File: src/rtl/fir_pkg.sv
// Shared definitions for the FIR stage and its coefficient loader.
package fir_pkg;

    localparam int unsigned FIR_NUM_TAPS = 10;
    localparam int unsigned FIR_WIDTH    = 16;

    typedef enum logic [1:0] {
        IDLE,
        LOAD,
        DRAIN,
        PEND
    } loader_state_t;

    // Index width for a tap bank; never narrower than one bit.
    function automatic int unsigned tap_idx_width(input int unsigned num_taps);
        return (num_taps > 1) ? $clog2(num_taps) : 1;
    endfunction

endpackage

File: src/rtl/fir_tap_bank.sv
// Double-buffered coefficient storage: shadow bank written word by word,
// copied whole into the active bank on swap.
module fir_tap_bank
    import fir_pkg::*;
#(
    parameter int unsigned NUM_TAPS = FIR_NUM_TAPS,
    parameter int unsigned WIDTH    = FIR_WIDTH,
    parameter int unsigned IDX_W    = tap_idx_width(NUM_TAPS)
) (
    input  logic             clock,
    input  logic             reset,
    input  logic             wr_en,
    input  logic [IDX_W-1:0] wr_idx,
    input  logic [WIDTH-1:0] wr_data,
    input  logic             swap,
    output logic [WIDTH-1:0] active [NUM_TAPS-1:0]
);

    logic [WIDTH-1:0] shadow [NUM_TAPS-1:0];

    // Decoded per-entry write keeps out-of-range indices from touching anything.
    always_ff @(posedge clock or negedge reset) begin
        if (!reset) begin
            for (int unsigned i = 0; i < NUM_TAPS; i++) begin
                shadow[i] <= '0;
            end
        end else begin
            for (int unsigned i = 0; i < NUM_TAPS; i++) begin
                if (wr_en && (wr_idx == IDX_W'(i))) begin
                    shadow[i] <= wr_data;
                end
            end
        end
    end

    always_ff @(posedge clock or negedge reset) begin
        if (!reset) begin
            for (int unsigned i = 0; i < NUM_TAPS; i++) begin
                active[i] <= '0;
            end
        end else if (swap) begin
            for (int unsigned i = 0; i < NUM_TAPS; i++) begin
                active[i] <= shadow[i];
            end
        end
    end

endmodule

File: src/rtl/fir_tap_loader.sv
// Streams a coefficient set into the shadow bank and swaps it into the
// active bank on the next sample boundary, so the filter never sees a mixed set.
module fir_tap_loader
    import fir_pkg::*;
#(
    parameter int unsigned NUM_TAPS = FIR_NUM_TAPS,
    parameter int unsigned WIDTH    = FIR_WIDTH
) (
    input  logic             clock,
    input  logic             reset,
    input  logic [WIDTH-1:0] in_data,
    input  logic             in_valid,
    input  logic             in_last,
    output logic             in_ready,
    input  logic             sample_strobe,
    output logic [WIDTH-1:0] taps [NUM_TAPS-1:0],
    output logic             tap_update,
    output logic             load_err,
    output logic             busy
);

    localparam int unsigned      IDX_W    = tap_idx_width(NUM_TAPS);
    localparam logic [IDX_W-1:0] LAST_IDX = IDX_W'(NUM_TAPS - 1);

    loader_state_t    state;
    loader_state_t    state_next;
    logic [IDX_W-1:0] idx;
    logic             accept;
    logic             at_last;
    logic             wr_en;
    logic             swap;
    logic             err_set;

    assign accept  = in_valid && in_ready;
    assign at_last = (idx == LAST_IDX);

    always_ff @(posedge clock or negedge reset) begin
        if (!reset) begin
            state <= IDLE;
        end else begin
            state <= state_next;
        end
    end

    always_comb begin
        state_next = state;
        case (state)
            IDLE: begin
                if (accept && !in_last) begin
                    state_next = LOAD;
                end
            end
            LOAD: begin
                if (accept) begin
                    if (in_last) begin
                        state_next = at_last ? PEND : IDLE;
                    end else if (at_last) begin
                        state_next = DRAIN;
                    end
                end
            end
            DRAIN: begin
                if (accept && in_last) begin
                    state_next = IDLE;
                end
            end
            PEND: begin
                if (sample_strobe) begin
                    state_next = IDLE;
                end
            end
            default: state_next = IDLE;
        endcase
    end

    // A set is malformed when in_last does not coincide with the final index;
    // a single-word set in IDLE is the degenerate short case.
    always_comb begin
        in_ready = (state != PEND);
        busy     = (state != IDLE);
        wr_en    = accept && ((state == IDLE) || (state == LOAD));
        swap     = (state == PEND) && sample_strobe;
        err_set  = 1'b0;
        if (accept) begin
            if (state == IDLE) begin
                err_set = in_last;
            end else if (state == LOAD) begin
                err_set = (in_last != at_last);
            end
        end
    end

    always_ff @(posedge clock or negedge reset) begin
        if (!reset) begin
            idx <= '0;
        end else if (swap) begin
            idx <= '0;
        end else if (accept) begin
            case (state)
                IDLE:    idx <= in_last ? '0 : IDX_W'(1);
                LOAD:    idx <= (in_last || at_last) ? '0 : idx + IDX_W'(1);
                default: idx <= '0;
            endcase
        end
    end

    always_ff @(posedge clock or negedge reset) begin
        if (!reset) begin
            load_err   <= 1'b0;
            tap_update <= 1'b0;
        end else begin
            tap_update <= swap;
            if (swap) begin
                load_err <= 1'b0;
            end else if (err_set) begin
                load_err <= 1'b1;
            end
        end
    end

    fir_tap_bank #(
        .NUM_TAPS (NUM_TAPS),
        .WIDTH    (WIDTH),
        .IDX_W    (IDX_W)
    ) u_bank (
        .clock   (clock),
        .reset   (reset),
        .wr_en   (wr_en),
        .wr_idx  (idx),
        .wr_data (in_data),
        .swap    (swap),
        .active  (taps)
    );

endmodule

File: config.mk
export PLATFORM = sky130hd
export DESIGN_NAME = fir_tap_loader
export DESIGN_NICKNAME = d
export VERILOG_FILES = /design/src/rtl/fir_pkg.sv /design/src/rtl/fir_tap_bank.sv /design/src/rtl/fir_tap_loader.sv
export SDC_FILE = /design/constraint.sdc
export NUM_CORES = 1
export LEC_CHECK = 0
export ABC_AREA = 1
export BUFFER_PORTS_ARGS = -buffer_cell sky130_fd_sc_hd__buf_2
export CORE_ASPECT_RATIO = 1.25
export CORE_MARGIN = 5
export CORE_UTILIZATION = 45
export CTS_BUF_LIST = sky130_fd_sc_hd__clkbuf_8
export DETAILED_ROUTE_END_ITERATION = 16
export MAX_ROUTING_LAYER = met4
export PLACE_DENSITY_LB_ADDON = 0.2
export RECOVER_POWER = 100
export SYNTH_ARGS = -nofsm -noshare
export SYNTH_HDL_FRONTEND = slang
export SYNTH_SLANG_ARGS = --single-unit
File: constraint.sdc
create_clock -name clock -period 3.9 [get_ports clock]
set_clock_uncertainty 0.15 [all_clocks]
set_input_delay 0.585 -clock clock [delete_from_list [all_inputs] [get_ports clock]]
set_output_delay 0.585 -clock clock [all_outputs]
set_load 0.1 [all_outputs]
# After elaboration in Yosys (flattened, before gate mapping)
# Cells that the tools add are included.
[totals]
ff_bits = 328
inputBits = 21
output_inout_bits = 164
[classes]
add_sub_neg = 1
n_eq_ne = 19
muxes = 18
reduce_logical = 24
[op_table]
columns = ["op", "n"]
rows = [
  ["$eq A4 B3 Y1 const B", 4],
  ["$logic_and A1 B1 Y1", 15],
  ["$mux W2", 7],
  ["$mux W4", 3],
  ["$ne A2 B2 Y1 const B", 5],
  ["$eq A4 B2 Y1 const B", 2],
  ["$eq A4 B4 Y1 const B", 2],
  ["$pmux W2 S4", 1],
  ["$pmux W4 S2", 1],
  ["$mux W1", 6],
  ["$reduce_bool A2 Y1", 3],
  ["$reduce_and A5 Y1", 1],
  ["$add A4 B1 Y4 const B", 1],
  ["$eq A2 B2 Y1 const B", 2],
  ["$eq A4 B1 Y1 const B", 1],
  ["$logic_not A4 Y1", 1],
  ["$ne A3 B3 Y1 const B", 1],
  ["$eq A2 B1 Y1 const B", 1],
  ["$logic_not A2 Y1", 1],
  ["$logic_or A1 B1 Y1", 2],
  ["$logic_not A1 Y1", 1],
  ["$ne A1 B1 Y1", 1],
]

# Logic depth before layout (Yosys ltp)
[logic_depth]
word_depth = 7
mapped_depth = 11
depth_no_buf = 11

# By module
# From an unflattened synthesis, not the netlist that was laid out.
[hier_totals]
cells_unflattened = 1183
area_unflattened_um2 = 13042.5
[by_module_without_submodules]
columns = ["module", "instances", "cells_per_inst", "area_per_inst_um2", "seq_area_each_um2"]
rows = [
  ["fir_tap_bank", 1, 1101, 12418.2, 8007.7],
  ["fir_tap_loader", 1, 82, 624.3, 200.2],
]

# Least setup slack after synthesis
# Ideal clock, no wire load.
[synth_timing]
kind = "register to register"
from = "register state[1]"
to = "register u_bank.shadow[102] (netlist bit)"
t_arrival_ps = 2138
required_time_ps = 3633
slack_ps = 1495
path_stages_with_launch = 10
path_buffers = 3
period_less_slack_ps = 2405
cell_sequence = "dfrtp_1 buf_2 nand2_1 nand2_2 nor2_4 buf_4 nand3_2 buf_2 nand2_1 nand2_1"
[synth_between]
elab_chain_cells = 4
elab_cells_between_ends = 7
[synth_lines]
columns = ["element", "line", "source"]
rows = [
  ["start: declaration", "fir_tap_loader.sv:25", "loader_state_t state;"],
  ["start signal: assignment", "fir_tap_loader.sv:41", "state <= state_next;"],
  ["$ne A2 B2 Y1", "fir_tap_loader.sv:79", "in_ready = (state != PEND);"],
  ["named net in_ready", "fir_tap_loader.sv:14", "output logic in_ready,"],
  ["$logic_and A1 B1 Y1", "fir_tap_loader.sv:34", "assign accept = in_valid && in_ready;"],
  ["$logic_and A1 B1 Y1", "fir_tap_loader.sv:81", "wr_en = accept && ((state == IDLE) || (state == LOAD));"],
  ["$logic_and A1 B1 Y1", "fir_tap_bank.sv:29", "if (wr_en && (wr_idx == IDX_W'(i))) begin"],
  ["end signal: indexed assignment", "fir_tap_bank.sv:30", "shadow[i] <= wr_data;"],
  ["end: declaration", "fir_tap_bank.sv:19", "logic [WIDTH-1:0] shadow [NUM_TAPS-1:0];"],
]
# The timed path passes the listed nets, and every way through them passes these cells.
# A chain may end at the register's enable or synchronous reset.

# Final worst setup path
[layout_timing]
from = "register state[1]"
to = "register u_bank.active[14] (netlist bit)"
[layout_between]
elab_chain_cells = 2
[layout_lines]
columns = ["element", "line", "source"]
rows = [
  ["$eq A2 B2 Y1", "fir_tap_loader.sv:82", "swap = (state == PEND) && sample_strobe;"],
  ["$logic_and A1 B1 Y1", "fir_tap_loader.sv:82", ""],
  ["end signal: indexed assignment", "fir_tap_bank.sv:43", "active[i] <= shadow[i];"],
  ["end: declaration", "fir_tap_bank.sv:16", "output logic [WIDTH-1:0] active [NUM_TAPS-1:0]"],
]
# No other way between the ends.

==> qor.yml <==
status:
  status: "completed"
placed_design:
  dp_slack_ns: 1.42
  gp_congestion: 0.824
  io_buffer_count: 184
  post_dp_cell_area_um2: 13900
  placed_cells_incl_taps: 1941
  dp_hpwl_um: 21200
synthesis:
  synthCells: 1467
  yosys-top-cells-count: "992 x nand2_1, 328 x dfrtp_1, 31 x clkbuf_1"
  synth_ff_type: "dfrtp_1"
  synth_edf_count: 0
  synth_area_um2: 12700
  yosysTopAreaCellShare: 0.646
  synth_seq_cells: 328
  synth_cell_types: 19
  synth_nets: 1495
  ys_seq_area_frac: 0.646
  synth_top_family_by_area: "simple AND/OR/NAND/NOR gates"
  yosysTopAreaCell: "dfrtp_1"
  synthAdderAreaFrac: 0.00689
  muxShareOfSynthArea: 0
  yosys.area_share.xor_xnor: 0
  yosys.area_share.simple: 0.313
  post_synth.cell_area_avg_um2: 8.66
  yosysMostFrequentCell: "nand2_1"
  synth_area_leaders: "dfrtp_1 65%, nand2_1 29%, buf_2 1.2%, clkbuf_1 0.92%, nand3_2 0.71%"
  synth-warning-count: 0
  ys_async_sr_fraction: 1.00
  synth-compound-area-share: 0.00374
sta:
  timing.final.crit_share: 0.757
  fmax_mhz: 339
  hold_viol_final: 0
  drv_slew: 0
  slew_headroom: 0.0780
  rsz0062_at_grt: "false"
  fin_ws_ns: 0.946
  whs_ns: 0.239
  final.setup.tns_ns: 0
  finalCriticalPeriod_ns: 2.95
  tightest_slew_ns: 1.38
  setup-violations-final: 0
cts:
  cts_htree_levels: 2
  clk_pin_slew_ns: 0.06
  cts_root_buf: "clkbuf_8"
  cts_buffer_depth: 3
  cts_setup_buffers: 0
  cts_buffers: 51
  cts.sinks: 328
  insertion_delay_ns: 0.57
  cts_tree: "built"
die:
  fp.dieH_um: 198
  fp.dieW_um: 160
  rows: 68
  start_util: 0.458
  dieArea_um2: 31700
  ios: 185
  core_area_um2: 27700
critical_path:
  cp.arrival_ns: 3.25
  worst_setup_path_end_kind: "flop"
  worstPathRequired_ns: 4.19
  worst-setup-path-type: "reg -> reg"
  start_kind: "flop"
  worstPathMaxFanout: 34
global_route:
  grt_max_degree: 86
  grt_pass1_wl_um: 54800
  antenna_found_initial: 0
  grt_remaining_overflow: 0
  grt_pass1_vias: 9902
  grt.total_usage: 0.225
final_layout:
  num_antenna_cells: 0
  final_cells: 2028
  n_fill_cell: 2758
  final_area_um2: 14600
  drive_gt1_frac: 0.0667
  area_growth_pct: 15.1
  layout.nets: 1673
pwr:
  p_comb_frac: 0.358
  switching_share: 0.462
  peakVddDrop_mv: 0.560
  pwr-share-clk: 0.242
  p_int_mw: 6.17
  power_density_nw_per_um2: 784
  leakagePower_nw: 8.32
  seqPwrFrac: 0.400
  p_sw_mw: 5.29
min_path:
  hold_class: "in -> reg"
detailed_routing:
  drt_iter0_drc: 595
  via_per_inst: 4.88
  wirelength_um: 34700
  ant_nets: 0
  num_vias: 9899
  drc: 0
  firstDrtPassIters: 5
  wl_per_cell_um: 17.1
run:
  max_cap_viol_count: 0
[sequential cells by signal, indices dropped and copies added (netlist names)]
register / flops
u_bank.active: 160
u_bank.shadow: 160
idx: 4
state: 2
load_err: 1
tap_update: 1
[power by group through the flow]
stage	Sequential, mW	Clock (mW)	Combinational, mW
after floorplan	6.92	0	1.09
after CTS	4.58	2.84	4.25
after global routing	4.68	3.00	4.36
after global placement	4.62	0	4.18
after detailed placement	4.61	0	4.24
final	4.59	2.78	4.10
[stage by stage]
| step | utilization | total power [mW] |
|---|---|---|
| 2_1_floorplan | - | 8.01 |
| 3_3_place_gp | 0.501 | 8.80 |
| 3_5_place_dp | 0.501 | 8.86 |
| 4_1_cts | 0.537 | 11.7 |
| 5_1_grt | 0.527 | 12.0 |
| 6_report | 0.527 | 11.5 |
[placed cells by master, fill, tap and decap left out]
cell / n
o21bai_1: 1
dfrtp_1: 328
clkbuf_2: 1
buf_4: 6
clkbuf_1: 168
buf_8: 1
nor2_2: 2
clkinv_4: 1
buf_2: 19
nor2_1: 18
buf_12: 2
inv_2: 3
clkinvlp_2: 1
nand3_1: 6
nor3_1: 1
nand2_1: 994
nor2_4: 1
clkbuf_8: 65
dlygate4sd3_1: 1
clkinv_2: 1
nand3_2: 9
ha_1: 7
inv_1: 34
o21ai_0: 3
a21oi_1: 5
[cell type report]
type	instances	area [µm²]	area share
Sequential cell	328	8210	0.561
Multi-Input combinational cell	1047	4080	0.279
Clock buffer	65	895	0.0612
Timing Repair Buffer	198	841	0.0575
Tap cell	350	438	0.0300
Clock inverter	21	85.1	0.00582
Inverter	19	72.6	0.00496
[layer usage]
| metal | global-route usage | vias to the layer above | share of wire |
|---|---|---|---|
| met5 | - | - | 0 |
| met4 | 0.0736 | 0 | 0.030 |
| met2 | 0.362 | 283 | 0.47 |
| met1 | 0.292 | 4792 | 0.44 |
| li1 | - | 4752 | - |
| met3 | 0.0406 | 72 | 0.053 |
[worst paths after layout]
kind / start / to / slack, ns / cells past startpoint
max in group asynchronous: reset / u_bank.active[133]$_DFFE_PN0P_ / 1.45 / 4
setup reg to reg: state[1]$_DFFE_PN0P_ / u_bank.active[14]$_DFFE_PN0P_ / 0.95 / 5
setup / recovery: state[1]$_DFFE_PN0P_ / u_bank.active[14]$_DFFE_PN0P_ / 0.95 / 5
hold / removal: in_data[15] / u_bank.shadow[143]$_DFFE_PN0P_ / 0.24 / 3
min in group asynchronous: reset / u_bank.shadow[25]$_DFFE_PN0P_ / 0.47 / 2
hold reg to reg: u_bank.shadow[141]$_DFFE_PN0P_ / u_bank.active[141]$_DFFE_PN0P_ / 0.31 / 2
[kinds of logic after synthesis]
logic type / Yosys count
DFF: 328
AOI/OAI and AO/OA: 9
adders and majority gates: 7
and+or+nand+nor: 1031
buffers and inverters: 92
[repair_timing]
item / CTS / global route
endpoints found under the hold margin: 78 / 0
hold buffers: 1 / 0
resized for setup: 0 / 0
[worst max-delay path, stage by stage, from the launching register on]
cell,delay [ns]
dfrtp_1,0.50
nand3_1,0.20
clkinvlp_2,1.09
buf_4,0.68
nand2_1,0.14
nand2_1,0.06
No activity file was read; power rests on OpenSTA's default activity.
